**src/rtl/redmule_tile_pkg.sv**
```systemverilog
// Shared constants and types for the fractal synchronisation tree.
// The level width and node level defaults live here so every tile agrees on them.
package redmule_tile_pkg;

  localparam int unsigned FSYNC_LVL_W    = 4;
  localparam int unsigned FSYNC_NODE_LVL = 0;

  typedef enum logic [2:0] {
    FSYNC_IDLE,
    FSYNC_UP_SYNC,
    FSYNC_UP_WAIT,
    FSYNC_WAKE,
    FSYNC_UP_ACK
  } fsync_state_e;

endpackage

```
**src/rtl/fractal_sync_node_ch.sv**
```systemverilog
// Per-child request latch: pending flag, captured level, violation flag,
// and the wake line that is held until the child acknowledges it.
module fractal_sync_node_ch
  import redmule_tile_pkg::*;
#(
  parameter int unsigned LVL_W = redmule_tile_pkg::FSYNC_LVL_W
) (
  input  logic             clk_i,
  input  logic             rst_ni,
  input  logic             clear_i,
  input  logic             sync_i,
  input  logic [LVL_W-1:0] level_i,
  input  logic             ack_i,
  input  logic             busy_i,
  input  logic             start_i,
  input  logic             done_i,
  output logic             pend_o,
  output logic [LVL_W-1:0] lvl_o,
  output logic             viol_o,
  output logic             wake_o
);

  logic             pend_q;
  logic             viol_q;
  logic             wake_q;
  logic             stale_q;
  logic [LVL_W-1:0] lvl_q;

  always_ff @(posedge clk_i) begin
    if (!rst_ni || clear_i) begin
      pend_q  <= 1'b0;
      viol_q  <= 1'b0;
      wake_q  <= 1'b0;
      stale_q <= 1'b0;
      lvl_q   <= '0;
    end else begin
      if (ack_i && wake_q) begin
        wake_q <= 1'b0;
      end
      if (start_i) begin
        wake_q <= 1'b1;
      end
      // A sync seen while a resolution is in flight must survive the
      // end-of-resolution clear so it is flagged at the next one.
      if (done_i) begin
        pend_q  <= sync_i | stale_q;
        viol_q  <= stale_q;
        stale_q <= 1'b0;
        if (sync_i) begin
          lvl_q <= level_i;
        end
      end else if (sync_i) begin
        if (pend_q) begin
          viol_q <= 1'b1;
        end else begin
          pend_q <= 1'b1;
          lvl_q  <= level_i;
        end
        if (busy_i) begin
          stale_q <= 1'b1;
        end
      end
    end
  end

  assign pend_o = pend_q;
  assign lvl_o  = lvl_q;
  assign viol_o = viol_q;
  assign wake_o = wake_q;

endmodule

```
**src/rtl/fractal_sync_node.sv**
```systemverilog
// Two-child barrier node: resolves requests at its own level, forwards higher
// ones upstream, and wakes both children with an error flag on mismatch.
module fractal_sync_node
  import redmule_tile_pkg::*;
#(
  parameter int unsigned LVL_W    = redmule_tile_pkg::FSYNC_LVL_W,
  parameter int unsigned NODE_LVL = redmule_tile_pkg::FSYNC_NODE_LVL
) (
  input  logic               clk_i,
  input  logic               rst_ni,
  input  logic               clear_i,
  input  logic [1:0]         ch_sync_i,
  input  logic [2*LVL_W-1:0] ch_level_i,
  output logic [1:0]         ch_wake_o,
  input  logic [1:0]         ch_ack_i,
  output logic [1:0]         ch_error_o,
  output logic               up_sync_o,
  output logic [LVL_W-1:0]   up_level_o,
  input  logic               up_wake_i,
  input  logic               up_error_i,
  output logic               up_ack_o
);

  localparam logic [LVL_W-1:0] NODE_LVL_V = LVL_W'(NODE_LVL);

  fsync_state_e     state_q;
  logic             err_q;
  logic             fwd_q;
  logic [1:0]       pend;
  logic [1:0]       viol;
  logic [1:0]       wake;
  logic [LVL_W-1:0] lvl [2];
  logic             all_pend;
  logic             lvl_bad;
  logic             lvl_local;
  logic             all_released;
  logic             busy;
  logic             wake_start;
  logic             resolve_done;

  for (genvar gi = 0; gi < 2; gi++) begin : g_ch
    fractal_sync_node_ch #(.LVL_W(LVL_W)) u_ch (
      .clk_i   (clk_i),
      .rst_ni  (rst_ni),
      .clear_i (clear_i),
      .sync_i  (ch_sync_i[gi]),
      .level_i (ch_level_i[gi*LVL_W +: LVL_W]),
      .ack_i   (ch_ack_i[gi]),
      .busy_i  (busy),
      .start_i (wake_start),
      .done_i  (resolve_done),
      .pend_o  (pend[gi]),
      .lvl_o   (lvl[gi]),
      .viol_o  (viol[gi]),
      .wake_o  (wake[gi])
    );
  end

  always_comb begin
    all_pend     = &pend;
    lvl_bad      = (lvl[0] != lvl[1]) || (lvl[0] < NODE_LVL_V) || (|viol);
    lvl_local    = (lvl[0] == NODE_LVL_V);
    busy         = (state_q != FSYNC_IDLE) || all_pend;
    all_released = &(~wake | ch_ack_i);
    wake_start   = ((state_q == FSYNC_IDLE) && all_pend && (lvl_bad || lvl_local)) ||
                   ((state_q == FSYNC_UP_WAIT) && up_wake_i);
    resolve_done = (state_q == FSYNC_WAKE) && all_released;
  end

  always_ff @(posedge clk_i) begin
    if (!rst_ni || clear_i) begin
      state_q <= FSYNC_IDLE;
      err_q   <= 1'b0;
      fwd_q   <= 1'b0;
    end else begin
      case (state_q)
        FSYNC_IDLE: begin
          if (all_pend) begin
            if (lvl_bad) begin
              err_q   <= 1'b1;
              fwd_q   <= 1'b0;
              state_q <= FSYNC_WAKE;
            end else if (lvl_local) begin
              err_q   <= 1'b0;
              fwd_q   <= 1'b0;
              state_q <= FSYNC_WAKE;
            end else begin
              fwd_q   <= 1'b1;
              state_q <= FSYNC_UP_SYNC;
            end
          end
        end
        FSYNC_UP_SYNC: state_q <= FSYNC_UP_WAIT;
        FSYNC_UP_WAIT: begin
          if (up_wake_i) begin
            err_q   <= up_error_i;
            state_q <= FSYNC_WAKE;
          end
        end
        FSYNC_WAKE: begin
          if (all_released) begin
            err_q   <= 1'b0;
            state_q <= fwd_q ? FSYNC_UP_ACK : FSYNC_IDLE;
          end
        end
        FSYNC_UP_ACK: begin
          fwd_q   <= 1'b0;
          state_q <= FSYNC_IDLE;
        end
        default: state_q <= FSYNC_IDLE;
      endcase
    end
  end

  assign ch_wake_o  = wake;
  assign ch_error_o = wake & {2{err_q}};
  assign up_sync_o  = (state_q == FSYNC_UP_SYNC);
  assign up_level_o = up_sync_o ? lvl[0] : '0;
  assign up_ack_o   = (state_q == FSYNC_UP_ACK);

endmodule
```
**config.mk**
```make
export PLATFORM = sky130hd
export DESIGN_NAME = fractal_sync_node
export DESIGN_NICKNAME = d
export VERILOG_FILES = /design/src/rtl/redmule_tile_pkg.sv /design/src/rtl/fractal_sync_node_ch.sv /design/src/rtl/fractal_sync_node.sv
export SDC_FILE = /design/constraint.sdc
export NUM_CORES = 1
export LEC_CHECK = 0
export ABC_AREA = 1
export CORE_MARGIN = 1.5
export CORE_UTILIZATION = 25
export DETAILED_ROUTE_END_ITERATION = 7
export HOLD_SLACK_MARGIN = 0.15
export PLACE_DENSITY = 0.47
export SYNTH_ARGS = -nofsm -noshare
export SYNTH_HDL_FRONTEND = slang
export SYNTH_SLANG_ARGS = --single-unit
```
**constraint.sdc**
```tcl
create_clock -name clk_i -period 3.5 [get_ports clk_i]
set_clock_uncertainty 0.2 [all_clocks]
set_input_delay 0.7 -clock clk_i [delete_from_list [all_inputs] [get_ports clk_i]]
set_output_delay 0.7 -clock clk_i [all_outputs]
set_load 0.005 [all_outputs]
```
==> impl_metrics.tcl, run 1 <==
set metrics [dict create \
    p_leak_nw 0.607 \
    path_class "reg2out" \
    powerDensity_nw_per_um2 335 \
    num_vias 1034 \
    grt_max_degree 12 \
    fmax_ghz 0.389 \
    ys_top_cells_by_area "dfxtp_1 40%, nand2_1 12%, inv_1 9.2%" \
    port_buffers 26 \
    synth_edf_count 0 \
    cts_setup_buffers 0 \
    totalNegativeSetupSlack_ps 0 \
    worstPathMaxFanout 6 \
    ys_seq_area_share_pct 39.6 \
    start_util_pct 26.4 \
    drt_iter0_markers 52 \
    fin_crit_ps 2570 \
    yosys_warnings 0 \
    finalMaxSlewViolations 0 \
    ys_types 22 \
    crit_path_cell_trace "inv_1 -> nor2_1 -> nand2_1 -> nor2_1 -> clkdlybuf4s50_1" \
    slew_headroom_pct 65.2 \
    p_switching_uw 117 \
    rows 23 \
    ant_nets 0 \
    switching_share_pct 24.6 \
    power.share.clock_pct 33.8 \
    vias_per_cell 4.38 \
    required_ps 2600 \
    area_growth_syn_to_layout_pct 33.5 \
    netlist_area_um2 1060 \
    min_path_cells 2 \
    setup_viol 0 \
    rsz0062_at_grt "false" \
    cpMaxStageDelayCell "clkdlybuf4s50_1" \
    clk_pin_slew_ps 80 \
    status "finished clean" \
    postPlaceCellArea_um2 1370 \
    core_area_um2 4030 \
    grt_pass1_vias 1009 \
    max-clock-path-buffers 2 \
    final_area_um2 1420 \
    synth_top_area_cell "dfxtp_1" \
    ctsResizeCount 0 \
    vdd_drop_max_mv 0.143 \
    gr-total-overflow 0 \
    cts_tree "done" \
    drc 0 \
    hp-start "fwd_q" \
    finalCritPeriodShare_pct 73.5 \
    hold_violations 0 \
    synth.top_cells.by_count "35 x nand2_1, 26 x inv_1, 21 x dfxtp_1, 17 x nor2_1, 14 x a21oi_1" \
    synth_area_per_cell_um2 6.72 \
    boundaryPins 27 \
    critical_path.max_stage_delay_ps 500 \
    cp_common_cell "nor2_1" \
    nets 204 \
    tightest_slew_ps 520 \
    layout-drive-gt1-share_pct 8.06 \
    hp-class "reg2reg" \
    antenna_cells 0 \
    drt_wl_total_um 2580 \
    drt_pass1_iterations 4 \
    clk_latency_ps 260 \
    synthFlopType "dfxtp_1" \
    synth_seq_cells 21 \
    cts.sinks 21 \
    cp_data_arrival_time_ps 1670 \
    cts_buffers 3 \
    synthCells 158 \
    intPower_uw 358 \
    whs_endpoint "state_q[2]" \
    dieArea_um2 4650 \
    seq_power_share_pct 52.5 \
    h-tree-depth 1 \
    syn-num-nets 175 \
    r2r_cells 8 \
    root_buffer "clkbuf_8" \
    reg2reg_from "state_q[1]" \
    grt_pass1_wl_um 4450 \
    startpoint_type "register" \
    ff2ff_setup_slack_ps 1930 \
    fp.dieH_um 68.2 \
    synth.most_common_cell "nand2_1" \
    wl_per_cell_um 10.9 \
    place.gp.congestion 0.784 \
    maxCapViolations 0 \
    async_reset_ff_share_pct 0 \
    pwr-share-comb_pct 13.8 \
    antenna_found_initial 0 \
    crit_path_end_kind "primary output" \
    timing.rr.end "err_q" \
    dp_hpwl_um 2120 \
    holdBufCountCts 0 \
    grt_usage_pct 13.0 \
    fp.dieW_um 68.2 \
    synth_top_area_share_pct 39.6 \
]
-- kinds of logic after synthesis --
group,Yosys count,share of synthesized area [%]
flops,21,39.6
compound gates,26,12.8
buf+inv,32,12.4
simple gates,79,35.2
-- per-layer routing --
layer	routed length (µm)	up-vias	global-route usage (%)
met3	83	5	2.63
met2	1220	15	22.6
met5	0	-	0
met1	1230	458	15.2
li1	-	556	-
met4	46	0	6.50
-- layout make-up --
cell class,instances,area [µm²]
fillers,447,2610
flip-flops and latches,21,420
repair buffers,27,268
clock buffers,4,45.0
inverters,29,111
multi-input cells,105,510
well taps,50,62.6
-- critical path, delay by kind of cell (launching register included) --
family                 cells  cell delay (ps)
and+or+nand+nor            3              450
buffers and inverters      2              610
DFF                        1              350
-- power groups by stage --
stage,Combinational (mW),Sequential [mW],Clock [mW]
floorplan,0.0360,0.254,0
global placement,0.0661,0.255,0
detailed placement,0.0660,0.255,0
CTS,0.0663,0.249,0.165
global route,0.0754,0.250,0.180
finish,0.0653,0.249,0.160
-- cells in the final DEF (no fill, tap or decap), drive strengths merged --
cell	instances
nand3b	2
nand3	13
o21ai	10
nor4	1
nor3	1
nand2	40
dfxtp	21
a21oi	14
clkbuf	4
nand4	3
inv	29
buf	1
a31oi	2
clkdlybuf4s50	26
nor2	19
-- sequential cells by signal, indices dropped and copies added, names as in the netlist --
register           cells
err_q                  1
fwd_q                  1
g_ch.u_ch.pend_o       2
g_ch.u_ch.wake_o       2
g_ch.u_ch.viol_o       2
state_q                3
g_ch.u_ch.lvl_o        8
g_ch.u_ch.stale_q      2
-- metrics by stage --
| stage | hold slack, ps | util, % | setup WS [ps] | total power, mW | cells |
|---|---|---|---|---|---|
| floorplan | 223 | - | 1820 | 0.290 | 158 |
| global placement | 258 | 34.1 | 1140 | 0.321 | 232 |
| detailed placement | 257 | 34.1 | 1100 | 0.321 | 232 |
| CTS | 269 | 35.2 | 914 | 0.481 | 236 |
| global route | 290 | 35.2 | 767 | 0.505 | 236 |
| finish | 264 | 35.2 | 927 | 0.475 | 236 |
-- how the worst max path moves through the flow --
stage                       endpoint  slack (ps)   startpoint
5_1_grt                up_level_o[0]         770   state_q[0]
6_report               up_level_o[2]         930   state_q[0]
3_3_place_gp              state_q[2]        1140       rst_ni
4_1_cts                up_level_o[0]         910   state_q[0]
2_1_floorplan  g_ch[1].u_ch.lvl_o[1]        1820  ch_ack_i[1]
3_5_place_dp              state_q[2]        1100       rst_ni
No activity file was read; power rests on OpenSTA's default activity.
==> inputs of run 2 (changes only) <==
Clock period 3.5 ns to 2.65 ns, I/O delays scaled along.
==> run 2 against run 1 <==
Against the previous run: global-route usage fell by 1.0 points; first-iteration DRC count fell by 42%; worst hold slack improved by 7.4 ps; cell count rose by 0.42%; die area did not move; critical path type unchanged; largest power group unchanged; highest routed layer unchanged.
==> impl_metrics.tcl, run 2 (synthesis results as in run 1) <==
set metrics [dict create \
    fin_crit_ps 2370 \
    rsz0062_at_grt "false" \
    fp.dieW_um 68.2 \
    cts_setup_buffers 0 \
    root_buffer "clkbuf_8" \
    max-clock-path-buffers 2 \
    finalMaxSlewViolations 0 \
    r2r_cells 10 \
    drt_iter0_markers 30 \
    tightest_slew_ps 334 \
    powerDensity_nw_per_um2 441 \
    grt_pass1_vias 962 \
    clk_pin_slew_ps 80 \
    final_cell_mix "35 x nand2_1, 26 x inv_1, 26 x clkdlybuf4s50_1" \
    totalNegativeSetupSlack_ps 0 \
    fmax_ghz 0.423 \
    ctsResizeCount 0 \
    worstPathMaxFanout 6 \
    status "finished clean" \
    p_total_uw 628 \
    critical_path.max_stage_delay_ps 510 \
    ant_nets 0 \
    dieArea_um2 4650 \
    layout_commonest_cell "nand2_1" \
    grt_max_degree 12 \
    h-tree-depth 1 \
    grt_usage_pct 12.0 \
    core_area_um2 4030 \
    whs_ps 271 \
    start_util_pct 26.4 \
    cts_tree "done" \
    setup_viol 0 \
    vias_per_cell 4.46 \
    port_buffers 26 \
    gr-total-overflow 0 \
    timing.rr.end "g_ch[1].u_ch.lvl_o[1]" \
    fp.dieH_um 68.2 \
    hp-class "reg2reg" \
    place.gp.congestion 0.851 \
    required_ps 1920 \
    vdd_drop_max_mv 0.277 \
    p_leak_nw 0.613 \
    finalCritPeriodShare_pct 89.3 \
    area_growth_syn_to_layout_pct 34.2 \
    ff2ff_setup_slack_ps 1080 \
    fin_cells 237 \
    largest_register_ffs 8 \
    crit_path_end_kind "primary output" \
    drt_pass1_iterations 4 \
    path_class "reg2out" \
    hold_violations 0 \
    drt_wl_total_um 2520 \
    hp-start "g_ch[1].u_ch.lvl_o[1]" \
    cts_buffers 3 \
    layout-drive-gt1-share_pct 8.56 \
    cpMaxStageDelayCell "clkdlybuf4s50_1" \
    boundaryPins 27 \
    reg2reg_from "state_q[2]" \
    antenna_cells 0 \
    nets 205 \
    slew_headroom_pct 77.5 \
    grt_pass1_wl_um 4100 \
    cp_data_arrival_time_ps 1640 \
    holdBufCountCts 0 \
    drc 0 \
    antenna_found_initial 0 \
    wl_per_cell_um 10.6 \
    dp_hpwl_um 2050 \
    preCtsSetupSlack_ps 509 \
    crit_path_cell_trace "inv_1 -> nor2_1 -> nand2_1 -> nor2_1 -> clkdlybuf4s50_1" \
    num_vias 1058 \
    cts.sinks 21 \
    cp_common_cell "nor2_1" \
    rows 23 \
    whs_endpoint "g_ch[1].u_ch.lvl_o[1]" \
    maxCapViolations 0 \
    clk_latency_ps 260 \
    fin_ws_ps 284 \
    startpoint_type "register" \
    min_path_cells 2 \
    dp.cells 233 \
]
run 2: cell types whose count changed in the layout (fill, tap and decap cells not counted), sizes merged:
cell,before,now
buf,1,2
run 2: through the flow:
stage	util, %	instance area [µm²]
2_1_floorplan	-	1060
3_3_place_gp	34.3	1380
3_5_place_dp	34.3	1380
4_1_cts	35.4	1430
5_1_grt	35.4	1430
6_report	35.4	1430
run 2: worst max-delay path, delay by kind of cell (launching register included):
kind | cells | cell delay [ps]
buffers and inverters | 2 | 620
DFF | 1 | 350
and+or+nand+nor | 3 | 400
run 2: routing by layer:
| layer | vias up | track usage [%] | part of all wire [%] |
|---|---|---|---|
| li1 | 558 | - | - |
| met1 | 468 | 13.8 | 45 |
| met2 | 26 | 20.3 | 48 |
| met3 | 6 | 4.28 | 5.9 |
| met4 | 0 | 4.75 | 1.6 |
| met5 | - | 0 | 0 |
run 2: where the power goes:
group | leakage [nW] | internal, mW | switching (mW)
Combinational | 0.419 | 0.0428 | 0.0445
Clock | 0.0228 | 0.107 | 0.104
Sequential | 0.171 | 0.324 | 0.00540
run 2: how the worst max path moves through the flow:
stage	slack (ps)	start	endpoint
after floorplan	1140	ch_ack_i[1]	g_ch[1].u_ch.lvl_o[1]
after global placement	540	ch_ack_i[1]	g_ch[0].u_ch.lvl_o[0]
after detailed placement	510	ch_ack_i[1]	g_ch[1].u_ch.lvl_o[1]
after CTS	260	state_q[0]	up_level_o[1]
after global routing	130	state_q[0]	up_level_o[3]
final	280	state_q[0]	up_level_o[3]
run 2: layout make-up:
class	count	area, µm²
inverter	29	111
multi-input combinational	105	510
sequential	21	420
fill	445	2600
timing repair buffer	28	275
clock buffer	4	45.0
tap	50	62.6
==> variant, RTL diff (config.mk and constraints of run 1) <==
Set the package constant `FSYNC_LVL_W` to 5 (it was 4).
--- a/src/rtl/redmule_tile_pkg.sv
+++ b/src/rtl/redmule_tile_pkg.sv
@@ -2,7 +2,7 @@
 // The level width and node level defaults live here so every tile agrees on them.
 package redmule_tile_pkg;
 
-  localparam int unsigned FSYNC_LVL_W    = 4;
+  localparam int unsigned FSYNC_LVL_W    = 5;
   localparam int unsigned FSYNC_NODE_LVL = 0;
 
   typedef enum logic [2:0] {
Ports: changed (resized ch_level_i and up_level_o); port bits go from 27 to 30. The function was not compared with the original's and may differ.
==> variant against run 1 <==
Hold slack gained 28 ps. Combinational power grew 11%. Count of clock-buffer cells in the layout is the same. Utilization about the same. Wire length rose by 7.7%. First-iteration DRC count is 15% lower. Area after synthesis increased by 9.5%. Sequential share of layout area hardly changed. Final area increased by 9.5%. Worst setup slack got worse by 78 ps. Total power rose by 9.0%. Sequential cell count increased by 2. Largest cell class unchanged. Largest power group unchanged.
==> variant: results <==
export IMPL_grt_max_degree=19
export IMPL_place_congestion=0.850
export IMPL_grt_pass1_wl_mm=4.79
export IMPL_synth_area_leaders="dfxtp_1 (40%), nor2_1 (15%), nand2_1 (12%)"
export IMPL_first_iter_violations=44
export IMPL_synth_top_cell_area_share=0.396
export IMPL_worst_r2r_cell_count=11
export IMPL_ir_drop_mv=0.185
export IMPL_yosysSeqAreaShare=0.396
export IMPL_num_nets_final=235
export IMPL_placed_cells=263
export IMPL_portBuffers=29
export IMPL_final_cells=267
export IMPL_wire_per_inst_um=10.4
export IMPL_syn_nets=203
export IMPL_rrSetupSlack_ps=1870
export IMPL_arrival_ps=1750
export IMPL_syn_inst=184
export IMPL_rr_startpoint="g_ch[0].u_ch.lvl_o[3]$_SDFFE_PP0P_"
export IMPL_status="completed"
export IMPL_drive_gt1_frac=0.0605
export IMPL_ys_async_sr_fraction=0
export IMPL_holdWs_ps=292
export IMPL_leakage_nw=0.684
export IMPL_dp_final_hpwl_mm=2.13
export IMPL_worstMarginPinSlew_ps=347
export IMPL_r2r_end="g_ch[0].u_ch.wake_o$_SDFFE_PP0P_"
export IMPL_min_delay_worst_endpoint="g_ch[1].u_ch.stale_q$_SDFFE_PP0P_"
export IMPL_hold_path_startpoint="g_ch[1].u_ch.stale_q$_SDFFE_PP0P_"
## variant: cell count changes after synthesis, moves of 4 or more
| cell | delta |
|---|---|
| inv_1 | +5 |
| nand3_1 | -6 |
| o21ai_0 | +11 |
| o21ai_1 | -6 |
| nor2_1 | +28 |
| a21oi_1 | -8 |
| nand2_4 | -4 |
## variant: worst max path at each step
stage          slack, ps                                  to
2_1_floorplan       1760                       up_level_o[0]
3_3_place_gp        1100  g_ch[0].u_ch.lvl_o[2]$_SDFFE_PP0P_
3_5_place_dp        1110  g_ch[0].u_ch.lvl_o[4]$_SDFFE_PP0P_
4_1_cts              840                       up_level_o[4]
5_1_grt              730                       up_level_o[1]
6_report             850                       up_level_o[4]
## variant: worst max-delay path, stage by stage (launching register included)
cell	delay [ps]
dfxtp_1	390
inv_1	140
nor2_1	150
nand2_1	160
nor2_1	130
clkdlybuf4s50_1	510
## variant: metal layers
metal | vias to the layer above | part of all wire | GRT usage
li1 | 623 | - | -
met1 | 477 | 0.50 | 0.156
met2 | 22 | 0.43 | 0.190
met3 | 2 | 0.049 | 0.0309
met4 | 0 | 0.012 | 0.0377
met5 | - | 0 | 0
## variant: metrics by stage
| stage | power, mW | cell area, µm² | worst slack (ps) |
|---|---|---|---|
| 6_report | 0.518 | 1550 | 849 |
| 5_1_grt | 0.551 | 1550 | 734 |
| 4_1_cts | 0.525 | 1550 | 836 |
| 3_5_place_dp | 0.355 | 1510 | 1110 |
| 3_3_place_gp | 0.356 | 1510 | 1100 |
| 2_1_floorplan | 0.321 | 1160 | 1760 |
## variant: layout make-up
| class | count | area [µm²] |
|---|---|---|
| multi-input combinational | 124 | 556 |
| inverter | 34 | 129 |
| sequential | 23 | 460 |
| fill | 502 | 2860 |
| clock buffer | 4 | 45.0 |
| timing repair buffer | 30 | 298 |
| tap | 52 | 65.1 |
## variant: where the power goes
group / internal (mW) / leakage [nW] / switching (mW) / total, mW
registers: 0.269 / 0.187 / 0.00645 / 0.276
clock network: 0.0813 / 0.0228 / 0.0881 / 0.169
logic: 0.0358 / 0.474 / 0.0368 / 0.0726
## variant: logic make-up (layout without fill, tap and decap cells)
logic type                count (synthesis)  count (layout)  synth area share
and+or+nand+nor                          97              97             0.343
buffers and inverters                    37              68             0.127
AOI/OAI and AO/OA                        25              25             0.119
DFF                                      23              23             0.396
xor gates and xnor gates                  2               2            0.0151
